**src/rtl/stepped_range_counter.sv**
```systemverilog
// Range counter that steps from a latched start value to a latched end value, either
// stopping at the end or wrapping back to the start, with sticky configuration-error reporting.
module stepped_range_counter #(
    parameter int Bits     = 8,
    parameter int StepBits = 4
) (
    input  logic                clk_i,
    input  logic                arst_ni,
    input  logic                clear_i,
    input  logic                start_i,
    input  logic                en_i,
    input  logic                mode_i,
    input  logic [Bits-1:0]     start_val_i,
    input  logic [Bits-1:0]     end_val_i,
    input  logic [StepBits-1:0] step_i,
    output logic [Bits-1:0]     count_o,
    output logic                busy_o,
    output logic                done_o,
    output logic                wrap_o,
    output logic                cfg_err_o
);

    typedef enum logic [1:0] {
        IDLE = 2'd0,
        RUN  = 2'd1,
        DONE = 2'd2
    } state_e;

    state_e              state_q, state_d;
    logic [Bits-1:0]     count_q, count_d;
    logic                wrap_q, wrap_d;
    logic                cfg_err_q, cfg_err_d;
    logic [Bits-1:0]     start_q, start_d;
    logic [Bits-1:0]     end_q, end_d;
    logic [StepBits-1:0] step_q, step_d;
    logic                mode_q, mode_d;

    logic [Bits-1:0]     step_eff;
    logic [Bits-1:0]     remain;

    // A latched step of zero would stall the counter forever, so it advances by one instead.
    assign step_eff = (step_q == '0) ? Bits'(1) : Bits'(step_q);
    assign remain   = end_q - count_q;

    always_comb begin
        state_d   = state_q;
        count_d   = count_q;
        wrap_d    = 1'b0;
        cfg_err_d = cfg_err_q;
        start_d   = start_q;
        end_d     = end_q;
        step_d    = step_q;
        mode_d    = mode_q;

        if (clear_i) begin
            state_d   = IDLE;
            count_d   = '0;
            cfg_err_d = 1'b0;
        end else if (start_i) begin
            if (end_val_i >= start_val_i) begin
                start_d = start_val_i;
                end_d   = end_val_i;
                step_d  = step_i;
                mode_d  = mode_i;
                count_d = start_val_i;
                // An empty range in stop mode has nothing to count.
                if ((end_val_i == start_val_i) && !mode_i) begin
                    state_d = DONE;
                end else begin
                    state_d = RUN;
                end
            end else begin
                cfg_err_d = 1'b1;
                state_d   = IDLE;
            end
        end else if ((state_q == RUN) && en_i) begin
            if (count_q < end_q) begin
                // Clamp to the end value; the sum is never formed when it could overflow.
                if (step_eff < remain) begin
                    count_d = count_q + step_eff;
                end else begin
                    count_d = end_q;
                    if (!mode_q) begin
                        state_d = DONE;
                    end
                end
            end else if (mode_q) begin
                count_d = start_q;
                wrap_d  = 1'b1;
            end else begin
                state_d = DONE;
            end
        end
    end

    always_ff @(posedge clk_i or negedge arst_ni) begin
        if (!arst_ni) begin
            state_q   <= IDLE;
            count_q   <= '0;
            wrap_q    <= 1'b0;
            cfg_err_q <= 1'b0;
            start_q   <= '0;
            end_q     <= '0;
            step_q    <= '0;
            mode_q    <= 1'b0;
        end else begin
            state_q   <= state_d;
            count_q   <= count_d;
            wrap_q    <= wrap_d;
            cfg_err_q <= cfg_err_d;
            start_q   <= start_d;
            end_q     <= end_d;
            step_q    <= step_d;
            mode_q    <= mode_d;
        end
    end

    assign count_o   = count_q;
    assign busy_o    = (state_q == RUN);
    assign done_o    = (state_q == DONE);
    assign wrap_o    = wrap_q;
    assign cfg_err_o = cfg_err_q;

endmodule

```
**config.mk**
```make
export PLATFORM = sky130hd
export DESIGN_NAME = stepped_range_counter
export DESIGN_NICKNAME = d
export VERILOG_FILES = /design/src/rtl/stepped_range_counter.sv
export SDC_FILE = /design/constraint.sdc
export NUM_CORES = 1
export LEC_CHECK = 0
export CAP_MARGIN = 20
export CORE_AREA = 2 2 69 71
export CTS_BUF_LIST = sky130_fd_sc_hd__clkbuf_8
export CTS_CLUSTER_SIZE = 24
export DETAILED_ROUTE_END_ITERATION = 8
export DIE_AREA = 0 0 71 73
export PLACE_DENSITY = 0.79
export SYNTH_ARGS = -nofsm -noshare
export SYNTH_HDL_FRONTEND = slang
export SYNTH_SLANG_ARGS = --single-unit
export TNS_END_PERCENT = 50
```
**constraint.sdc**
```tcl
create_clock -name clk_i -period 3.7 [get_ports clk_i]
set_input_delay 0.925 -clock clk_i [delete_from_list [all_inputs] [get_ports clk_i]]
set_output_delay 0.925 -clock clk_i [all_outputs]
set_load 0.05 [all_outputs]
```
; ---- Yosys cells after proc, flatten, opt, wreduce, memory -nomap -nowiden
; Cells that the tools add are included.
[word_totals]
ff_bits = 33
out_inout_bits = 12
[classes]
addsub = 2
order_cmp = 3
eq_ne = 6
n_mux = 24
bitwise_logic = 1
reduce_logical = 11
[op_table]
columns = cell, n
row1 = 8-bit 2-to-1 mux, 7
row2 = 2-bit 2-to-1 mux, 8
row3 = 8-bit by 4-bit adder with 8-bit output, 1
row4 = 8-bit == test, 1
row5 = 8-bit greater-or-equal comparator, 1
row6 = 4-bit by 8-bit less-than comparator with 1-bit output, 1
row7 = 8-bit less-than comparator, 1
row8 = 1-bit 2-to-1 mux, 8
row9 = 8-bit subtractor, 1
row10 = 3-bit AND reduction, 2
row11 = 4-bit zero test, 1
row12 = 4-bit 2-to-1 mux, 1
row13 = "4-bit != test, second input constant", 1
row14 = 2-bit AND reduction, 2
row15 = 4-bit nonzero test, 1
row16 = "3-bit by 2-bit != test with 1-bit output, second input constant", 1
row17 = 3-bit nonzero test, 1
row18 = "2-bit by 1-bit == test with 1-bit output, second input constant", 1
row19 = "2-bit == test, second input constant", 1
row20 = 1-bit logical AND, 2
row21 = "2-bit != test, second input constant", 1
row22 = 2-bit nonzero test, 1
row23 = 1-bit zero test, 1
row24 = 1-bit NOT, 1

; ---- Logic depth before layout (Yosys ltp)
; Gate-level depths: netlist of the first run.
[depth]
depth_word = 8
mapped_depth = 14
mapped_depth_nobuf = 13

; ---- Worst setup path after synthesis of the first run
; OpenSTA, ideal clock, no wires.
[synth_timing]
kind = reg-to-reg
startpoint = register count_q[1], in the netlist count_o[1]
endpoint = register count_q[2], in the netlist count_o[2]
setup_ns = 0.126
arrival_ns = 3.423
path_slack_ns = 0.151
stages_incl_launch_ff = 15
path_buffers = 1
path_cell_list = dfrtp_1 -> inv_1 -> ha_1 -> and2b_4 -> o21ai_0 -> nand2b_1 -> xnor2_1 -> ha_1 -> o211ai_1 -> o21ai_0 -> o221ai_1 -> or3_1 -> buf_6 -> mux2_4 -> a221o_1
[synth_between]
elab_chain_cells = 7
[synth_lines]
columns = item, line_no
row1 = start: declaration, 30  ; logic [Bits-1:0] count_q, count_d;
row2 = start signal: assignment, 108  ; count_q <= count_d;
row3 = 8-bit subtractor, 43  ; assign remain = end_q - count_q;
row4 = 4-bit by 8-bit less-than comparator with 1-bit output, 79  ; if (step_eff < remain) begin
row5 = 8-bit 2-to-1 mux, 79
row6 = 8-bit 2-to-1 mux, 77  ; if (count_q < end_q) begin
row7 = 8-bit 2-to-1 mux, 76  ; end else if ((state_q == RUN) && en_i) begin
row8 = 8-bit 2-to-1 mux, 59  ; end else if (start_i) begin
row9 = 8-bit 2-to-1 mux, 55  ; if (clear_i) begin
; Several ways; a longest one is shown, not always the timed one. The select of a mux whose other input is x is not followed.
; A chain may end at the register's enable or synchronous reset.

; ---- Final worst setup path of the first run
[layout_timing]
startpoint = register count_q[1], in the netlist count_o[1]
endpoint = register count_q[5], in the netlist count_o[5]
; Same word-level chain as after synthesis.

==> results.py, run 1 <==
metrics = {
    "sta": {
        "min_period_over_period_pct": 93.7,
        "fin_skew_ns": 0.00482,
        "finalSetupTns_ns": 0,
        "drv_slew": 0,
        "hold_slack_ns": 0.497,
        "finalCriticalPeriod_ns": 3.47,
        "rsz0062_at_grt": "false",
        "slew_headroom_pct": 48.6,
        "hold_viol": 0,
        "tightest_slew_ns": 0.761,
        "setup_viol": 0,
        "fmax_ghz": 0.288,
    },
    "outcome": {
        "status": "completed",
    },
    "clock_network": {
        "htreeDepth": 2,
        "ctsResizeCount": 1,
        "clk_pin_slew_ns": 0.07,
        "clockBufferDepth": 2,
        "post_cts_buffers": 0,
        "cts.sinks": 33,
        "cts_tree": "yes",
        "cts_root_buf": "clkbuf_8",
        "clk_latency_ns": 0.29,
        "cts_buffers": 5,
        "hold_buffers": 0,
    },
    "synth": {
        "synthCells": 277,
        "ys_seq_area_share_pct": 34.5,
        "ys_dominant_reg_cell": "dfrtp_1",
        "async_flop_share_pct": 100,
        "yosys-top-cells-area": "dfrtp_1 (35%), ha_1 (13%), nand2_1 (8.8%), o21ai_0 (3.6%), a21oi_1 (3.1%)",
        "syn_area_per_cell_sq_um": 8.63,
        "synth_top_area_share_pct": 34.5,
        "ys_warn_count": 0,
        "synth_cell_type_count": 48,
        "netlist_area_sq_um": 2390,
        "syn_nets": 329,
        "yosys.area.top_type": "dfrtp_1",
        "ys_ff_latch": 33,
        "synth_edf_count": 0,
    },
    "placement": {
        "hpwl_mm": 4.52,
        "numPortBuffers": 37,
        "routabilityCongestion": 0.928,
        "place_area_sq_um": 2850,
    },
    "detailed_routing": {
        "via_per_inst": 5.75,
        "ant_nets": 0,
        "postRouteWirelength_mm": 5.78,
        "wl_per_cell_um": 15.5,
        "dr.pass1.iters": 7,
        "vias": 2144,
        "drtIter0Drc": 155,
        "drc": 0,
    },
    "setup_path": {
        "crit_fanout": 10,
        "crit_required_ns": 3.87,
        "max_stage_delay_ns": 0.51,
        "criticalPathCategory": "register to register",
        "setup.worst_path.start_class": "register",
        "endpoint_kind": "register",
        "cp_slowest_cell": "or3_4",
        "arrival_ns": 3.64,
        "path_cells": "inv_1 -> ha_1 -> and2b_4 -> o21ai_0 -> nand2b_1 -> xnor2_1 -> ha_1 -> o211ai_1 -> o21ai_0 -> o221ai_1 -> or3_4 -> mux2_4 -> a221o_1",
    },
    "final_layout": {
        "drive_gt1_share_pct": 8.78,
        "design_area_sq_um": 2970,
        "final_common_cell": "nand2_1",
        "nNetsFinal": 370,
        "layout_common_cells": "nand2_1 (56), clkdlybuf4s50_1 (37), dfrtp_1 (32)",
        "diodes": 0,
        "area_growth_pct": 24.3,
    },
    "power_and_ir_drop": {
        "power.leakage_nw": 1.40,
        "power_density_nw_per_um2": 501,
        "max-vdd-ir-drop_mv": 0.324,
    },
    "global_routing": {
        "grt_usage_pct": 24.0,
        "gr-total-overflow": 0,
        "antenna_found_initial": 0,
        "grt_start_max_net_pins": 34,
        "grt_pass1_wl_mm": 9.69,
        "first_global_vias": 2083,
    },
    "floorplan": {
        "die_h_um": 73,
        "design.core.area_sq_um": 4540,
        "io_pins": 38,
        "die-area_sq_um": 5180,
        "die_x_um": 71,
        "start_util_pct": 52.7,
        "num_rows": 25,
    },
    "run": {
        "maxCapViolations": 0,
    },
    "min_path": {
        "hold_class": "register to register",
    },
}
## flip-flops by register name, indices dropped and copies added, names as in the netlist
register / flops
cfg_err_o: 1
step_q: 4
mode_q: 1
state_q: 2
end_q: 8
start_q: 8
wrap_o: 1
count_o: 8
## through the flow
stage | util (%) | power, mW | cells | setup WS [ns]
after global placement | 62.8 | 1.11 | 365 | 0.0744
after global routing | 65.5 | 1.59 | 373 | 0.0587
after CTS | 65.5 | 1.49 | 373 | 0.169
final | 65.5 | 1.49 | 373 | 0.232
after detailed placement | 62.8 | 1.13 | 365 | 0.0154
after floorplan | - | 0.950 | 277 | 0.151
## synthesized netlist by cell type, drive strengths merged (3+ instances only)
cell type   n
a21oi      15
a221o       3
a222oi      4
and3        4
clkbuf     11
dfrtp      33
ha         24
inv        20
mux2        3
mux2i       4
nand2      56
nand3       8
nor2       13
nor2b       5
nor3        6
o21a        3
o21ai      17
o21bai      4
or3         3
xnor2       8
## cell families after synthesis
logic type | Yosys count | share of synthesized area, %
AND/OR/NAND/NOR | 109 | 21.4
adder cells (fa/ha/maj) | 26 | 14.2
AO/OA/AOI/OAI | 60 | 17.5
flip-flops | 33 | 34.5
multiplexers | 7 | 3.56
buffers and inverters | 33 | 5.49
XOR/XNOR | 9 | 3.30
## metal layers
layer	global-route usage (%)	share of wire, %	wire (um)	vias to the layer above
li1	-	-	-	1056
met1	32.2	45	2620	1029
met2	41.2	49	2840	53
met3	2.90	4.4	252	6
met4	6.50	1.2	68	0
met5	0	0	0	-
## area by class of cell
cell class / count / area [sq um]
clock buffers: 6 / 82.6
repair buffers: 46 / 438
flip-flops and latches: 33 / 827
inverters: 21 / 78.8
multi-input cells: 211 / 1440
clock inverters: 2 / 33.8
fillers: 379 / 1560
well taps: 54 / 67.6
## where the power goes
group | leakage [nW] | switching (mW) | total, mW | internal, mW
Sequential | 0.424 | 0.0731 | 0.500 | 0.427
Combinational | 0.913 | 0.347 | 0.640 | 0.293
Clock | 0.0626 | 0.133 | 0.350 | 0.217
## path summary, 6_finish.rpt
kind | start | endpoint | slack [ns] | cells after the start
hold / removal | start_q[2]$_DFFE_PN0P_ | start_q[2]$_DFFE_PN0P_ | 0.50 | 2
setup reg to reg | count_o[1]$_DFFE_PN0P_ | count_o[5]$_DFFE_PN0P_ | 0.23 | 13
max in group asynchronous | arst_ni | count_o[1]$_DFFE_PN0P_ | 2.33 | 2
min in group asynchronous | arst_ni | step_q[1]$_DFFE_PN0P_ | 1.04 | 2
hold reg to reg | start_q[2]$_DFFE_PN0P_ | start_q[2]$_DFFE_PN0P_ | 0.50 | 2
setup / recovery | count_o[1]$_DFFE_PN0P_ | count_o[5]$_DFFE_PN0P_ | 0.23 | 13
## worst max-delay path: cells and delay by family, from the launching register on
kind            cells  cell delay, ns
mux                 1            0.33
buf+inv             1            0.11
xor+xnor            1            0.14
flops               1            0.44
fa+ha+maj           2            0.63
simple gates        3            0.77
compound gates      5            0.95
(Power assumes the default switching activity.)
==> run 2: changes to the inputs <==
--- a/config.mk
+++ b/config.mk
@@ -6,12 +6,14 @@
 export NUM_CORES = 1
 export LEC_CHECK = 0
 export CAP_MARGIN = 20
-export CORE_AREA = 2 2 69 71
+export CELL_PAD_IN_SITES_DETAIL_PLACEMENT = 1
+export CELL_PAD_IN_SITES_GLOBAL_PLACEMENT = 2
+export CORE_AREA = 2 2 89 91
 export CTS_BUF_LIST = sky130_fd_sc_hd__clkbuf_8
 export CTS_CLUSTER_SIZE = 24
 export DETAILED_ROUTE_END_ITERATION = 8
-export DIE_AREA = 0 0 71 73
-export PLACE_DENSITY = 0.79
+export DIE_AREA = 0 0 91 93
+export PLACE_DENSITY = 0.78
 export SYNTH_ARGS = -nofsm -noshare
 export SYNTH_HDL_FRONTEND = slang
 export SYNTH_SLANG_ARGS = --single-unit
==> run 2 against run 1 <==
  * Flip-flop and latch count unchanged
  * Non-clock buffer count shrank 2
  * Clock skew rose by 0.0015 ns
  * Clock-buffer cell count unchanged
  * Power grew 0.70%
  * Sequential power barely moved
  * Wire length is 13% higher
  * Via count shrank 2.7%
  * Cell count is 12% higher
  * Worst hold slack worse by 0.0061 ns
  * Critical endpoint is now count_o[6]$_DFFE_PN0P_
==> results.py, run 2 (same netlist as run 1, synthesis figures left out) <==
metrics = {
    "setup_path": {
        "rr_endpoint": "count_o[6]$_DFFE_PN0P_",
        "cp_top_family": "compound AO/OA/AOI/OAI gates",
        "path_cells": "inv_1 -> ha_1 -> and2b_4 -> o21ai_0 -> nand2b_1 -> xnor2_1 -> ha_1 -> o211ai_1 -> o21ai_0 -> o221ai_1 -> or3_4 -> mux2_4 -> a221o_1",
        "max_stage_delay_ns": 0.49,
        "cp_slowest_cell": "or3_4",
        "setup.worst_path.start_class": "register",
        "crit_required_ns": 3.86,
        "arrival_ns": 3.67,
        "crit_fanout": 7,
        "criticalPathCategory": "register to register",
        "endpoint_kind": "register",
        "r2r_slack_ns": 0.19,
        "worst-path-buf-inv": 1,
        "ff2ff_path_depth": 13,
        "rr_startpoint": "count_o[1]$_DFFE_PN0P_",
    },
    "detailed_routing": {
        "drtIter0Drc": 49,
        "vias": 2087,
        "postRouteWirelength_mm": 6.56,
        "ant_nets": 0,
        "via_per_inst": 4.98,
        "wl_per_cell_um": 15.7,
        "dr.pass1.iters": 4,
        "drc": 0,
    },
    "clock_network": {
        "cts_buffers": 5,
        "clk_latency_ns": 0.28,
        "clk_pin_slew_ns": 0.07,
        "cts_tree": "yes",
        "cts.sinks": 33,
        "cts_root_buf": "clkbuf_8",
        "hold_buffers": 0,
        "htreeDepth": 2,
        "clockBufferDepth": 2,
    },
    "placement": {
        "routabilityCongestion": 0.782,
        "place_area_sq_um": 2890,
        "place_ws_ns": -0.0289,
        "hpwl_mm": 5.26,
        "numPortBuffers": 37,
        "dp_cells": 411,
    },
    "global_routing": {
        "gr-total-overflow": 0,
        "grt_start_max_net_pins": 34,
        "grt_usage_pct": 16.6,
        "first_global_vias": 2251,
        "antenna_found_initial": 0,
        "grt_pass1_wl_mm": 11.2,
    },
    "power_and_ir_drop": {
        "sequentialPowerShare_pct": 33.1,
        "max-vdd-ir-drop_mv": 0.230,
        "p_switching_uw": 562,
        "swShare_pct": 37.4,
        "power_frac_clock_pct": 23.5,
        "power_density_nw_per_um2": 497,
        "combPwrFrac_pct": 43.4,
        "power.leakage_nw": 1.39,
        "internal_power_uw": 939,
    },
    "sta": {
        "drv_slew": 0,
        "min_period_over_period_pct": 94.8,
        "setup_ws_ns": 0.193,
        "hold_viol": 0,
        "finalCriticalPeriod_ns": 3.51,
        "rsz0062_at_grt": "false",
        "tightest_slew_ns": 0.499,
        "slew_headroom_pct": 66.6,
        "fin_skew_ns": 0.00631,
        "setup_viol": 0,
        "fmax_ghz": 0.285,
        "hold_slack_ns": 0.491,
    },
    "min_path": {
        "holdPathStages": 2,
        "hold_class": "register to register",
        "hold_path.startpoint": "start_q[3]$_DFFE_PN0P_",
        "holdPathEnd": "start_q[3]$_DFFE_PN0P_",
    },
    "floorplan": {
        "die-area_sq_um": 8460,
        "die_x_um": 91,
        "die_h_um": 93,
        "io_pins": 38,
        "start_util_pct": 31.8,
        "num_rows": 32,
        "design.core.area_sq_um": 7530,
    },
    "final_layout": {
        "fin_cells": 419,
        "design_area_sq_um": 3020,
        "diodes": 0,
        "fillCellCount": 917,
        "final_common_cell": "nand2_1",
        "nNetsFinal": 368,
        "area_growth_pct": 26.2,
        "final_util_pct": 40.1,
        "drive_gt1_share_pct": 8.20,
        "layout_common_cells": "nand2_1 (56), clkdlybuf4s50_1 (37), dfrtp_1 (32)",
    },
    "outcome": {
        "status": "completed",
    },
    "run": {
        "maxCapViolations": 0,
    },
}
==> run 2: cell count changes in the layout (fill, tap and decap cells not counted), sizes merged <==
cell / previous run / this run
buf: 9 / 7
==> run 2: cell type report <==
type                    count  area, sq um  share of cell area (%)
repair buffers             44          423                    14.0
clock inverters             2         33.8                    1.12
multi-input cells         211         1440                    47.9
flip-flops and latches     33          827                    27.4
clock buffers               6         82.6                    2.74
well taps                 102          128                    4.23
inverters                  21         78.8                    2.61
==> run 2: how the worst max path moves through the flow <==
stage	startpoint	endpoint	slack (ns)	depth (start not counted)
3_3_place_gp	count_o[1]$_DFFE_PN0P_	count_o[6]$_DFFE_PN0P_	0.007	13
6_report	count_o[1]$_DFFE_PN0P_	count_o[6]$_DFFE_PN0P_	0.19	13
3_5_place_dp	count_o[1]$_DFFE_PN0P_	count_o[6]$_DFFE_PN0P_	-0.03	13
4_1_cts	count_o[1]$_DFFE_PN0P_	count_o[6]$_DFFE_PN0P_	0.07	13
5_1_grt	count_o[1]$_DFFE_PN0P_	count_o[6]$_DFFE_PN0P_	0.01	13
2_1_floorplan	count_o[1]$_DFFE_PN0P_	count_o[2]$_DFFE_PN0P_	0.15	14
==> run 2: per-layer routing <==
metal	global-route usage, %	part of all wire [%]	wire (um)	vias up
li1	-	-	-	1049
met1	22.2	49	3210	1003
met2	28.3	48	3140	28
met3	2.01	2.0	128	7
met4	5.05	1.4	89	0
met5	0	0	0	-
==> run 2: timing repair <==
item,CTS,global route
setup endpoints to repair,4,4
setup buffers,0,0
endpoints found under the hold margin,0,0
resized for setup,1,1
==> run 2: worst min-delay path: stages (launching register included) <==
cell	delay [ns]
dfrtp_1	0.35
nand2_1	0.05
o21ai_0	0.06
==> run 2: power by group through the flow <==
stage | Combinational, mW | Sequential, mW | Clock, mW
final | 0.652 | 0.497 | 0.352
after global routing | 0.743 | 0.506 | 0.379
after floorplan | 0.449 | 0.502 | 0
after CTS | 0.662 | 0.496 | 0.364
after global placement | 0.639 | 0.503 | 0
after detailed placement | 0.655 | 0.504 | 0
==> run 2: metrics by stage <==
stage / power (mW) / TNS, ns
final: 1.50 / 0
after global routing: 1.63 / 0
after CTS: 1.52 / 0
after detailed placement: 1.16 / -0.0447
after global placement: 1.14 / 0
after floorplan: 0.950 / 0
==> run 3: changes to the inputs <==
--- a/config.mk
+++ b/config.mk
@@ -8,12 +8,14 @@
 export CAP_MARGIN = 20
 export CELL_PAD_IN_SITES_DETAIL_PLACEMENT = 1
 export CELL_PAD_IN_SITES_GLOBAL_PLACEMENT = 2
-export CORE_AREA = 2 2 89 91
+export CORE_AREA = 2 2 81 83
 export CTS_BUF_LIST = sky130_fd_sc_hd__clkbuf_8
 export CTS_CLUSTER_SIZE = 24
 export DETAILED_ROUTE_END_ITERATION = 8
-export DIE_AREA = 0 0 91 93
-export PLACE_DENSITY = 0.78
+export DIE_AREA = 0 0 83 85
+export DONT_BUFFER_PORTS = 1
+export PLACE_DENSITY = 0.79
+export SLEW_MARGIN = 20
 export SYNTH_ARGS = -nofsm -noshare
 export SYNTH_HDL_FRONTEND = slang
 export SYNTH_SLANG_ARGS = --single-unit
==> run 3 against run 2 <==
  * Combinational power decreased by 7.5%
  * Critical path type unchanged
  * Global-route usage is 3.2 points higher
  * Wire length up 1.4%
  * Non-clock buffer count down 32
  * Register-to-register slack better by 0.21 ns
==> results.py, run 3 (same netlist as run 1, synthesis figures left out) <==
metrics = {
    "floorplan": {
        "die-area_sq_um": 7060,
        "die_h_um": 85,
        "design.core.area_sq_um": 6200,
        "io_pins": 38,
        "num_rows": 29,
        "die_x_um": 83,
        "start_util_pct": 38.5,
    },
    "detailed_routing": {
        "vias": 2018,
        "wl_per_cell_um": 18.4,
        "dr.pass1.iters": 5,
        "drc": 0,
        "via_per_inst": 5.57,
        "ant_nets": 0,
        "drtIter0Drc": 117,
        "postRouteWirelength_mm": 6.65,
    },
    "final_layout": {
        "area_growth_pct": 9.63,
        "nNetsFinal": 336,
        "diodes": 0,
        "design_area_sq_um": 2620,
        "drive_gt1_share_pct": 10.9,
        "final_common_cell": "nand2_1",
        "layout_common_cells": "nand2_1 (56), dfrtp_1 (33), ha_1 (24)",
        "fin_cells": 362,
    },
    "clock_network": {
        "cts_tree": "yes",
        "hold_buffers": 0,
        "htreeDepth": 2,
        "cts_buffers": 5,
        "cts_root_buf": "clkbuf_8",
        "clockBufferDepth": 2,
        "cts.sinks": 33,
        "clk_pin_slew_ns": 0.08,
        "clk_latency_ns": 0.29,
    },
    "sta": {
        "fmax_ghz": 0.303,
        "hold_viol": 0,
        "min_period_over_period_pct": 89.1,
        "drv_slew": 0,
        "setup_viol": 0,
        "rsz0062_at_grt": "false",
        "finalCriticalPeriod_ns": 3.30,
        "fin_skew_ns": 0.00761,
        "slew_headroom_pct": 37.2,
        "finalSetupTns_ns": 0,
        "tightest_slew_ns": 0.941,
    },
    "power_and_ir_drop": {
        "swShare_pct": 40.3,
        "internal_power_uw": 819,
        "power_mw": 1.37,
        "sequentialPowerShare_pct": 36.2,
        "power_density_nw_per_um2": 524,
        "max-vdd-ir-drop_mv": 0.235,
        "p_switching_uw": 553,
        "power_frac_clock_pct": 20.0,
        "power.leakage_nw": 1.26,
        "combPwrFrac_pct": 43.9,
    },
    "global_routing": {
        "first_global_vias": 2161,
        "grt_start_max_net_pins": 34,
        "antenna_found_initial": 0,
        "grt_usage_pct": 19.8,
        "gr-total-overflow": 0,
        "grt_pass1_wl_mm": 11.1,
    },
    "setup_path": {
        "criticalPathCategory": "register to register",
        "endpoint_kind": "register",
        "path_cells": "ha_1 -> and2b_4 -> o21ai_0 -> nand2b_1 -> xnor2_1 -> ha_1 -> o211ai_1 -> o21ai_0 -> o221ai_1 -> or3_4 -> mux2_4 -> a221o_1",
        "crit_required_ns": 3.88,
        "cp_top_family": "compound AO/OA/AOI/OAI gates",
        "max_stage_delay_ns": 0.51,
        "setup.worst_path.start_class": "register",
        "arrival_ns": 3.47,
        "worst-path-buf-inv": 0,
        "cp_slowest_cell": "or3_4",
        "crit_fanout": 10,
    },
    "min_path": {
        "hold_class": "input pin to asynchronous set/reset pin",
    },
    "run": {
        "maxCapViolations": 0,
    },
    "placement": {
        "place_area_sq_um": 2530,
        "dp_cells": 354,
        "routabilityCongestion": 0.802,
        "numPortBuffers": 0,
        "hpwl_mm": 5.19,
    },
    "outcome": {
        "status": "completed",
    },
}
-- run 3: cell types whose count changed in the layout (fill, tap and decap cells not counted) --
cell             before  now
dfrtp_2               1    0
clkinv_2              0    2
clkbuf_8              6    5
inv_1                21   20
clkinvlp_4            0    1
buf_4                 7   12
clkdlybuf4s50_1      37    0
dfrtp_1              32   33
bufinv_16             1    0
-- run 3: layout make-up --
type	instances	area, sq um
multi-input cells	211	1440
well taps	77	96.3
clock inverters	3	17.5
clock buffers	5	68.8
inverters	21	78.8
fillers	750	3580
repair buffers	12	90.1
flip-flops and latches	33	826
-- run 3: per-layer routing --
layer  vias up  GRT usage, %  part of all wire, %
met5         -             0                    0
met4         0          5.07                  1.2
met2        42          32.3                   46
li1        986             -                    -
met3         7          4.57                  4.3
met1       983          26.7                   48
-- run 3: power by group through the flow --
stage	registers (mW)	clock network, mW	logic, mW
finish	0.496	0.274	0.603
floorplan	0.502	0	0.449
CTS	0.497	0.279	0.603
detailed placement	0.503	0	0.597
global placement	0.501	0	0.585
global route	0.506	0.301	0.680
-- run 3: worst register-to-register path: cells and delay by family, from the launching register on --
| kind | cells | cell delay (ns) |
|---|---|---|
| adders and majority gates | 2 | 0.62 |
| DFF | 1 | 0.45 |
| and+or+nand+nor | 3 | 0.77 |
| AOI/OAI and AO/OA | 5 | 0.88 |
| xor gates and xnor gates | 1 | 0.13 |
| muxes | 1 | 0.32 |
-- run 3: per-stage QoR --
stage	hold WS [ns]	utilization [%]	setup WS [ns]
finish	0.324	42.2	0.402
global route	0.303	42.2	0.175
CTS	0.317	42.2	0.177
detailed placement	0.465	40.8	0.219
global placement	0.466	40.8	0.297
floorplan	0.445	-	0.151
-- run 3: final timing paths --
| path | slack (ns) | from | to | cells after the start |
|---|---|---|---|---|
| setup reg to reg | 0.40 | end_q[1]$_DFFE_PN0P_ | count_o[5]$_DFFE_PN0P_ | 12 |
| setup / recovery | 0.40 | end_q[1]$_DFFE_PN0P_ | count_o[5]$_DFFE_PN0P_ | 12 |
| hold / removal | 0.32 | arst_ni | state_q[0]$_DFFE_PN0P_ | 0 |
| max in group asynchronous | 3.29 | arst_ni | count_o[0]$_DFFE_PN0P_ | 0 |
| min in group clk_i | 0.49 | start_q[7]$_DFFE_PN0P_ | start_q[7]$_DFFE_PN0P_ | 2 |
| hold reg to reg | 0.49 | start_q[7]$_DFFE_PN0P_ | start_q[7]$_DFFE_PN0P_ | 2 |
-- run 3: what timing repair did --
item	CTS	global route
setup endpoints to repair	0	4
buffers inserted	0	0
gates resized for setup	0	1
